==> config.mk <==
export PLATFORM = sky130hd
export DESIGN_NAME = modexp_controller_flat
export DESIGN_NICKNAME = d
export VERILOG_FILES = /design/src/rtl/modexp_controller_if.sv /design/src/rtl/modexp_controller.sv /design/src/flat_wrapper.sv
export SDC_FILE = /design/constraint.sdc
export NUM_CORES = 1
export LEC_CHECK = 0
export CAP_MARGIN = 10
export CORE_MARGIN = 2
export CORE_UTILIZATION = 35
export DETAILED_ROUTE_END_ITERATION = 6
export DONT_BUFFER_PORTS = 1
export SETUP_SLACK_MARGIN = 0.4
export SYNTH_ARGS = -nofsm -noshare
export SYNTH_HDL_FRONTEND = slang
export SYNTH_SLANG_ARGS = --single-unit
==> constraint.sdc <==
create_clock -name clk_in -period 17.92 [get_ports clk_in]
set_input_delay 3.584 -clock clk_in [delete_from_list [all_inputs] [get_ports clk_in]]
set_output_delay 3.584 -clock clk_in [all_outputs]
set_load 0.02 [all_outputs]
==> src/rtl/modexp_controller_if.sv <==
// Bundles the request/response and modulus-unit handshake of modexp_controller.
// Signal names keep the controller's point of view (_in = into controller, _out = out of it).
// master: requester plus attached modulus unit; slave: the controller itself.
// Optional MODEXP_OPCOUNT_EN adds op_count_out (issued-transaction counter).
interface modexp_controller_if #(
  parameter int WIDTH     = 16,
  parameter int EXP_WIDTH = 16
);
  // requester side
  logic                   start_in;
  logic [WIDTH-1:0]       base_in;
  logic [EXP_WIDTH-1:0]   exponent_in;
  logic [WIDTH-1:0]       modulus_in;
  logic [WIDTH-1:0]       result_out;
  logic                   busy_out;
  logic                   valid_out;
  // modulus reduction unit side
  logic                   mod_ready_out;
  logic [2*WIDTH-1:0]     mod_value_out;
  logic [WIDTH-1:0]       mod_modulus_out;
  logic [WIDTH-1:0]       mod_value_in;
  logic                   mod_busy_in;
  logic                   mod_valid_in;
`ifdef MODEXP_OPCOUNT_EN
  logic [15:0]            op_count_out;

  modport master (
    output start_in, base_in, exponent_in, modulus_in,
    output mod_value_in, mod_busy_in, mod_valid_in,
    input  result_out, busy_out, valid_out,
    input  mod_ready_out, mod_value_out, mod_modulus_out,
    input  op_count_out
  );

  modport slave (
    input  start_in, base_in, exponent_in, modulus_in,
    input  mod_value_in, mod_busy_in, mod_valid_in,
    output result_out, busy_out, valid_out,
    output mod_ready_out, mod_value_out, mod_modulus_out,
    output op_count_out
  );
`else
  modport master (
    output start_in, base_in, exponent_in, modulus_in,
    output mod_value_in, mod_busy_in, mod_valid_in,
    input  result_out, busy_out, valid_out,
    input  mod_ready_out, mod_value_out, mod_modulus_out
  );

  modport slave (
    input  start_in, base_in, exponent_in, modulus_in,
    input  mod_value_in, mod_busy_in, mod_valid_in,
    output result_out, busy_out, valid_out,
    output mod_ready_out, mod_value_out, mod_modulus_out
  );
`endif
endinterface

==> src/rtl/modexp_controller.sv <==
// Purpose: square-and-multiply sequencer computing base^exp mod m using an external modulus unit.
// Latency: 1 + popcount(e) + bitlen(e)-1 reductions, each modulus latency + 2 cycles, plus 2 cycles start/finish.
// Backpressure: an issue stalls while mod_busy_in is high; start_in is ignored unless idle.
// Ports: clk_in, rst_in (async active-low) plus interface bus (slave modport):
//   start_in/base_in/exponent_in/modulus_in -> result_out/busy_out/valid_out,
//   mod_ready_out/mod_value_out/mod_modulus_out -> mod_value_in/mod_busy_in/mod_valid_in.
// Optional build macro MODEXP_OPCOUNT_EN adds op_count_out[15:0] (saturating issue count).
module modexp_controller #(
  parameter int WIDTH     = 16,
  parameter int EXP_WIDTH = 16
) (
  input  logic                clk_in,
  input  logic                rst_in,
  modexp_controller_if.slave  bus
);

  localparam logic [2:0] IDLE   = 3'd0;
  localparam logic [2:0] REDUCE = 3'd1;
  localparam logic [2:0] LOOP   = 3'd2;
  localparam logic [2:0] ISSUE  = 3'd3;
  localparam logic [2:0] WAIT   = 3'd4;
  localparam logic [2:0] DONE   = 3'd5;

  localparam logic [1:0] OP_RED = 2'd0;
  localparam logic [1:0] OP_MUL = 2'd1;
  localparam logic [1:0] OP_SQR = 2'd2;

  logic [2:0]           state_q,     state_d;
  logic [1:0]           op_q,        op_d;
  logic                 mul_done_q,  mul_done_d;
  logic [WIDTH-1:0]     acc_q,       acc_d;
  logic [WIDTH-1:0]     b_q,         b_d;
  logic [EXP_WIDTH-1:0] e_q,         e_d;
  logic [WIDTH-1:0]     m_q,         m_d;
  logic [WIDTH-1:0]     result_q,    result_d;
  logic                 busy_q,      busy_d;
  logic                 valid_q,     valid_d;
  logic                 mod_ready_q, mod_ready_d;
  logic [2*WIDTH-1:0]   mod_value_q, mod_value_d;
`ifdef MODEXP_OPCOUNT_EN
  logic [15:0]          op_count_q,  op_count_d;
`endif

  // Operands are zero-extended so the multiply is a full 2*WIDTH-bit product.
  logic [2*WIDTH-1:0]   acc_x;
  logic [2*WIDTH-1:0]   b_x;
  logic [2*WIDTH-1:0]   product;

  always_comb begin
    acc_x = {{WIDTH{1'b0}}, acc_q};
    b_x   = {{WIDTH{1'b0}}, b_q};
    case (op_q)
      OP_RED:  product = b_x;
      OP_MUL:  product = acc_x * b_x;
      default: product = b_x * b_x;
    endcase
  end

  always_comb begin
    state_d     = state_q;
    op_d        = op_q;
    mul_done_d  = mul_done_q;
    acc_d       = acc_q;
    b_d         = b_q;
    e_d         = e_q;
    m_d         = m_q;
    result_d    = result_q;
    busy_d      = busy_q;
    valid_d     = 1'b0;
    mod_ready_d = 1'b0;
    mod_value_d = mod_value_q;
`ifdef MODEXP_OPCOUNT_EN
    op_count_d  = op_count_q;
`endif

    case (state_q)
      IDLE: begin
        if (bus.start_in) begin
          b_d        = bus.base_in;
          e_d        = bus.exponent_in;
          m_d        = bus.modulus_in;
          // acc starts at 1, but at 0 for m<=1 so that m==1 and the m==0
          // shortcut both finish with result 0.
          acc_d      = {{(WIDTH-1){1'b0}}, |bus.modulus_in[WIDTH-1:1]};
          mul_done_d = 1'b0;
          busy_d     = 1'b1;
`ifdef MODEXP_OPCOUNT_EN
          op_count_d = 16'd0;
`endif
          if (bus.modulus_in == '0 || bus.exponent_in == '0) begin
            state_d = DONE;
          end else begin
            state_d = REDUCE;
          end
        end
      end

      REDUCE: begin
        // First transaction brings the base into range so every later
        // operand is already < m.
        op_d    = OP_RED;
        state_d = ISSUE;
      end

      LOOP: begin
        if (e_q[0] && !mul_done_q) begin
          op_d    = OP_MUL;
          state_d = ISSUE;
        end else if (|e_q[EXP_WIDTH-1:1]) begin
          op_d    = OP_SQR;
          state_d = ISSUE;
        end else begin
          // Last exponent bit consumed; the trailing square would be unused.
          state_d = DONE;
        end
      end

      ISSUE: begin
        if (!bus.mod_busy_in) begin
          mod_value_d = product;
          mod_ready_d = 1'b1;
          state_d     = WAIT;
`ifdef MODEXP_OPCOUNT_EN
          if (op_count_q != 16'hFFFF) begin
            op_count_d = op_count_q + 16'd1;
          end
`endif
        end
      end

      WAIT: begin
        if (bus.mod_valid_in) begin
          case (op_q)
            OP_RED: b_d = bus.mod_value_in;
            OP_MUL: begin
              acc_d      = bus.mod_value_in;
              mul_done_d = 1'b1;
            end
            default: begin
              b_d        = bus.mod_value_in;
              e_d        = e_q >> 1;
              mul_done_d = 1'b0;
            end
          endcase
          state_d = LOOP;
        end
      end

      DONE: begin
        result_d = acc_q;
        valid_d  = 1'b1;
        busy_d   = 1'b0;
        state_d  = IDLE;
      end

      default: state_d = IDLE;
    endcase
  end

  always_ff @(posedge clk_in or negedge rst_in) begin
    if (!rst_in) begin
      state_q     <= IDLE;
      op_q        <= OP_RED;
      mul_done_q  <= 1'b0;
      acc_q       <= '0;
      b_q         <= '0;
      e_q         <= '0;
      m_q         <= '0;
      result_q    <= '0;
      busy_q      <= 1'b0;
      valid_q     <= 1'b0;
      mod_ready_q <= 1'b0;
      mod_value_q <= '0;
`ifdef MODEXP_OPCOUNT_EN
      op_count_q  <= 16'd0;
`endif
    end else begin
      state_q     <= state_d;
      op_q        <= op_d;
      mul_done_q  <= mul_done_d;
      acc_q       <= acc_d;
      b_q         <= b_d;
      e_q         <= e_d;
      m_q         <= m_d;
      result_q    <= result_d;
      busy_q      <= busy_d;
      valid_q     <= valid_d;
      mod_ready_q <= mod_ready_d;
      mod_value_q <= mod_value_d;
`ifdef MODEXP_OPCOUNT_EN
      op_count_q  <= op_count_d;
`endif
    end
  end

  assign bus.result_out      = result_q;
  assign bus.busy_out        = busy_q;
  assign bus.valid_out       = valid_q;
  assign bus.mod_ready_out   = mod_ready_q;
  assign bus.mod_value_out   = mod_value_q;
  assign bus.mod_modulus_out = m_q;
`ifdef MODEXP_OPCOUNT_EN
  assign bus.op_count_out    = op_count_q;
`endif

endmodule

==> src/flat_wrapper.sv <==
// flat-port wrapper written by rule: the top's interface ports become plain ports
module modexp_controller_flat 
#(
  parameter int WIDTH     = 16,
  parameter int EXP_WIDTH = 16
)
  (clk_in, rst_in, bus_start_in, bus_base_in, bus_exponent_in, bus_modulus_in, bus_mod_value_in, bus_mod_busy_in, bus_mod_valid_in, bus_result_out, bus_busy_out, bus_valid_out, bus_mod_ready_out, bus_mod_value_out, bus_mod_modulus_out);
  modexp_controller_if #(.WIDTH(WIDTH), .EXP_WIDTH(EXP_WIDTH)) bus_i ();
  input  logic clk_in;
  input  logic rst_in;
  input wire logic [$bits(bus_i.start_in)-1:0] bus_start_in;
  input wire logic [$bits(bus_i.base_in)-1:0] bus_base_in;
  input wire logic [$bits(bus_i.exponent_in)-1:0] bus_exponent_in;
  input wire logic [$bits(bus_i.modulus_in)-1:0] bus_modulus_in;
  input wire logic [$bits(bus_i.mod_value_in)-1:0] bus_mod_value_in;
  input wire logic [$bits(bus_i.mod_busy_in)-1:0] bus_mod_busy_in;
  input wire logic [$bits(bus_i.mod_valid_in)-1:0] bus_mod_valid_in;
  output wire logic [$bits(bus_i.result_out)-1:0] bus_result_out;
  output wire logic [$bits(bus_i.busy_out)-1:0] bus_busy_out;
  output wire logic [$bits(bus_i.valid_out)-1:0] bus_valid_out;
  output wire logic [$bits(bus_i.mod_ready_out)-1:0] bus_mod_ready_out;
  output wire logic [$bits(bus_i.mod_value_out)-1:0] bus_mod_value_out;
  output wire logic [$bits(bus_i.mod_modulus_out)-1:0] bus_mod_modulus_out;
  assign bus_i.start_in = bus_start_in;
  assign bus_i.base_in = bus_base_in;
  assign bus_i.exponent_in = bus_exponent_in;
  assign bus_i.modulus_in = bus_modulus_in;
  assign bus_i.mod_value_in = bus_mod_value_in;
  assign bus_i.mod_busy_in = bus_mod_busy_in;
  assign bus_i.mod_valid_in = bus_mod_valid_in;
  assign bus_result_out = bus_i.result_out;
  assign bus_busy_out = bus_i.busy_out;
  assign bus_valid_out = bus_i.valid_out;
  assign bus_mod_ready_out = bus_i.mod_ready_out;
  assign bus_mod_value_out = bus_i.mod_value_out;
  assign bus_mod_modulus_out = bus_i.mod_modulus_out;
  modexp_controller #(.WIDTH(WIDTH), .EXP_WIDTH(EXP_WIDTH)) u_core (.clk_in(clk_in), .rst_in(rst_in), .bus(bus_i));
endmodule
==> key figures <==
Clocking
  – Clock sinks: around 120
  – Clock-pin slew on the worst setup and hold paths: ~0.070 ns
  – Post-CTS sizing: 0
  – Root cell of the clock tree: clkbuf_16
  – Clk buf depth: 2
  – # hold bufs at CTS: 0
  – CTS tree: built
  – Postcts setup bufs: 0
  – Worst-Skew Late Latency: ~0.45 ns
  – H-tree levels: 4
  – CTS Buf Count: 17

Setup path
  – Worst setup SP type: register
  – R2r endpoint: u_core.bus.mod_value_out[31]
  – Most numerous cell on the critical path: fa_1
  – Critical path required time: 18.24 ns
  – Critical path buffers and inverters: 4
  – Crit Path Class: reg2reg
  – Worst r2r path cells: 20
  – RR Startpoint: u_core.b_q[8]
  – Critical Path, Cell by Cell: buf_4 > nand2_1 > fa_1 > inv_1 > fa_1 > fa_1 > fa_1 > fa_1 > inv_1 > fa_1 > inv_1 > ha_1 > a211oi_1 > o211ai_1 > a221o_1 > nand3_1 > nand2_1 > a221oi_1 > mux2i_1 > o211ai_1
  – Cell family with most CP delay: adder cells
  – CP Capture Type: register
  – Flop-to-flop setup slack: around 11 ns
  – Slowest-stage cell, CP: dfrtp_1
  – Critical path's largest stage delay: about 0.9 ns
  – Critical path arrival: between 7 and 8 ns
  – CP Max Fanout: 18

Yosys
  – Yosys top cell by area: fa_1
  – Post-synth top cells: inv_1 (452), nand2_1 (403), fa_1 (358)
  – Most frequent cell after synthesis: inv_1
  – Post-Syn Nets: between 3000 and 4000
  – Largest cells by area after synthesis: fa_1 (34%), dfrtp_1 (14%), ha_1 (12%)
  – Seq cells post-synth: 121
  – Syn Area/Cell: roughly 8.8 sq um
  – Syn Inst Count: between 2000 and 2500
  – Synth Warn #: 0
  – Synth Cell Area: about 21000 sq um
  – Number of flops mapped to enable cells by yosys: 0
  – Netlist cell types: 69
  – Async S/R FF share, synth: 1.00
  – Synth Flop Type: dfrtp_1
  – Post-synth top area share: 0.340
  – Fraction of the yosys area taken by sequential cells: 0.144

Detailed routing
  – DRT Pass-1 Iters: 5
  – DR WL/cell: approximately 18 um
  – Number of routed nets with antenna violations: 0
  – Final WL: around 57000 um
  – DRC errors left: 0
  – Initial DRC count: 1052
  – Via count: roughly 16000
  – Via density: 5.13

Global route
  – Initial antenna violation count: 0
  – Largest net degree at the start of global routing: 122
  – First-pass GRT wire length: about 94000 um
  – Gr usage total: 0.190
  – Number of global-route vias before repair: approximately 17000
  – GRT overflow: 0

Floorplanning
  – Boundary Pins: 136
  – Initial Utilization: 0.355
  – Core Area: 59200 sq um
  – Die W: 249 um
  – # rows: 89
  – Die height: between 200 and 250 um
  – Die area: roughly 62000 sq um

STA
  – Worst slew pin tran: about 1.1 ns
  – Max transition margin: 0.253
  – Hold Vio Cnt, Final: 0
  – Final Max Slew Viols: 0
  – Final worst hold slack: 0.489 ns
  – Final Cycle Share: 0.375
  – Final TNS setup: 0 ns
  – Skew final: 0.0123 ns
  – FMAX: 149 MHz
  – Min cycle time layout: between 6 and 7 ns
  – Final setup fails: 0
  – RSZ-0062 raised after global routing: false

Layout
  – Synthesis-to-finish area growth: 6.64%
  – FILL cells: between 6000 and 7000
  – Share of layout cells above drive strength 1: 0.0363
  – Ant. Diodes: 0
  – Nets: slightly below 3000

Status
  – Outcome: complete, no violations

Hold path
  – Class of the worst hold path: reg2reg
  – Hold_sp: u_core.acc_q[0]
  – Hold Path Sink: u_core.acc_q[0]
  – Hold path depth: 2

Placed design
  – Routability congestion estimate: 0.928
  – Post-DP HPWL: approximately 46000 um
  – Port bufs: 0

Job
  – Max Cap Viol: 0
how the worst max path moves through the flow:
stage                              from                           end  slack (ns)  cells past startpoint
after floorplan           u_core.b_q[1]  u_core.bus.mod_value_out[28]       11.74                     21
after global placement    u_core.b_q[7]  u_core.bus.mod_value_out[31]       11.26                     20
after detailed placement  u_core.b_q[1]  u_core.bus.mod_value_out[28]       11.24                     19
after CTS                 u_core.b_q[1]  u_core.bus.mod_value_out[28]       11.22                     19
after global routing      u_core.b_q[1]  u_core.bus.mod_value_out[31]       10.78                     20
final                     u_core.b_q[8]  u_core.bus.mod_value_out[31]       11.21                     20
layout by cell type, fill, tap and decap left out, types with 5 or more instances in the layout:
master     instances
inv_1            452
nand2_1          403
fa_1             358
ha_1             203
and2_1           165
dfrtp_1          121
nor2_1           103
a21oi_1           62
o21ai_0           45
a31oi_1           41
xnor2_1           30
a21o_1            29
buf_4             28
nand3_1           24
nor3_1            22
o21ai_1           19
xor2_1            18
clkbuf_16         17
and3_1            12
mux2i_1           12
or3_1             11
nor4_1            10
nor2b_1            9
o211ai_1           9
mux2_1             9
nand2b_1           8
mux2_2             8
a211oi_1           7
nand4_1            7
o31ai_1            6
a22oi_1            5
o21a_1             5
a32oi_1            5
cells by family (layout without fill, tap and decap cells):
kind of cell             count (synthesis)  count (layout)  share of synthesized area
flip-flops                             121             121                      0.144
XOR/XNOR                                48              48                     0.0200
AND/OR/NAND/NOR                        786             786                      0.171
adder cells (fa/ha/maj)                561             561                      0.461
buffers and inverters                  571             517                      0.102
AO/OA/AOI/OAI                          280             280                     0.0873
multiplexers                            29              29                     0.0148
sequential cells by signal (all words and copies together) (netlist names):
signal	cells
u_core.acc_q	16
u_core.b_q	16
u_core.bus.busy_out	1
u_core.bus.mod_modulus_out	16
u_core.bus.mod_ready_out	1
u_core.bus.mod_value_out	32
u_core.bus.result_out	16
u_core.bus.valid_out	1
u_core.e_q	16
u_core.mul_done_q	1
u_core.op_q	2
u_core.state_q	3
per-layer routing:
| layer | up-vias | GRT usage | routed length (um) |
|---|---|---|---|
| met1 | 8178 | 0.237 | 23300 |
| met2 | 420 | 0.337 | 29300 |
| li1 | 7299 | - | - |
| met5 | - | 0 | 0 |
| met4 | 0 | 0.0597 | 1410 |
| met3 | 68 | 0.0272 | 2870 |
worst reg2reg max path, stage by stage (launching register included):
cell and delay (ns):
dfrtp_1 0.90, buf_4 0.39, nand2_1 0.14, fa_1 0.56
inv_1 0.05, fa_1 0.55, fa_1 0.43, fa_1 0.48
fa_1 0.51, inv_1 0.05, fa_1 0.47, inv_1 0.04
ha_1 0.34, a211oi_1 0.25, o211ai_1 0.16, a221o_1 0.35
nand3_1 0.14, nand2_1 0.12, a221oi_1 0.32, mux2i_1 0.22
o211ai_1 0.11
stage by stage:
stage / cells / worst slack (ns) / util / area [sq um]
floorplan: 2396 / 11.74 / - / 21100
global placement: 3082 / 11.26 / 0.368 / 21800
detailed placement: 3082 / 11.24 / 0.368 / 21800
CTS: 3114 / 11.22 / 0.379 / 22400
global route: 3115 / 10.78 / 0.379 / 22500
finish: 3115 / 11.21 / 0.379 / 22500
area by class of cell:
class | count | area, sq um | share of cell area
inverter | 456 | 1710 | 0.0762
timing repair buffer | 29 | 225 | 0.0100
tap | 773 | 967 | 0.0431
sequential | 121 | 3030 | 0.135
clock inverter | 14 | 186 | 0.00830
clock buffer | 18 | 439 | 0.0196
multi-input combinational | 1704 | 15900 | 0.708
Power is not shown: default switching activity piles up to over one toggle a cycle in this logic, so the estimate is an artifact.
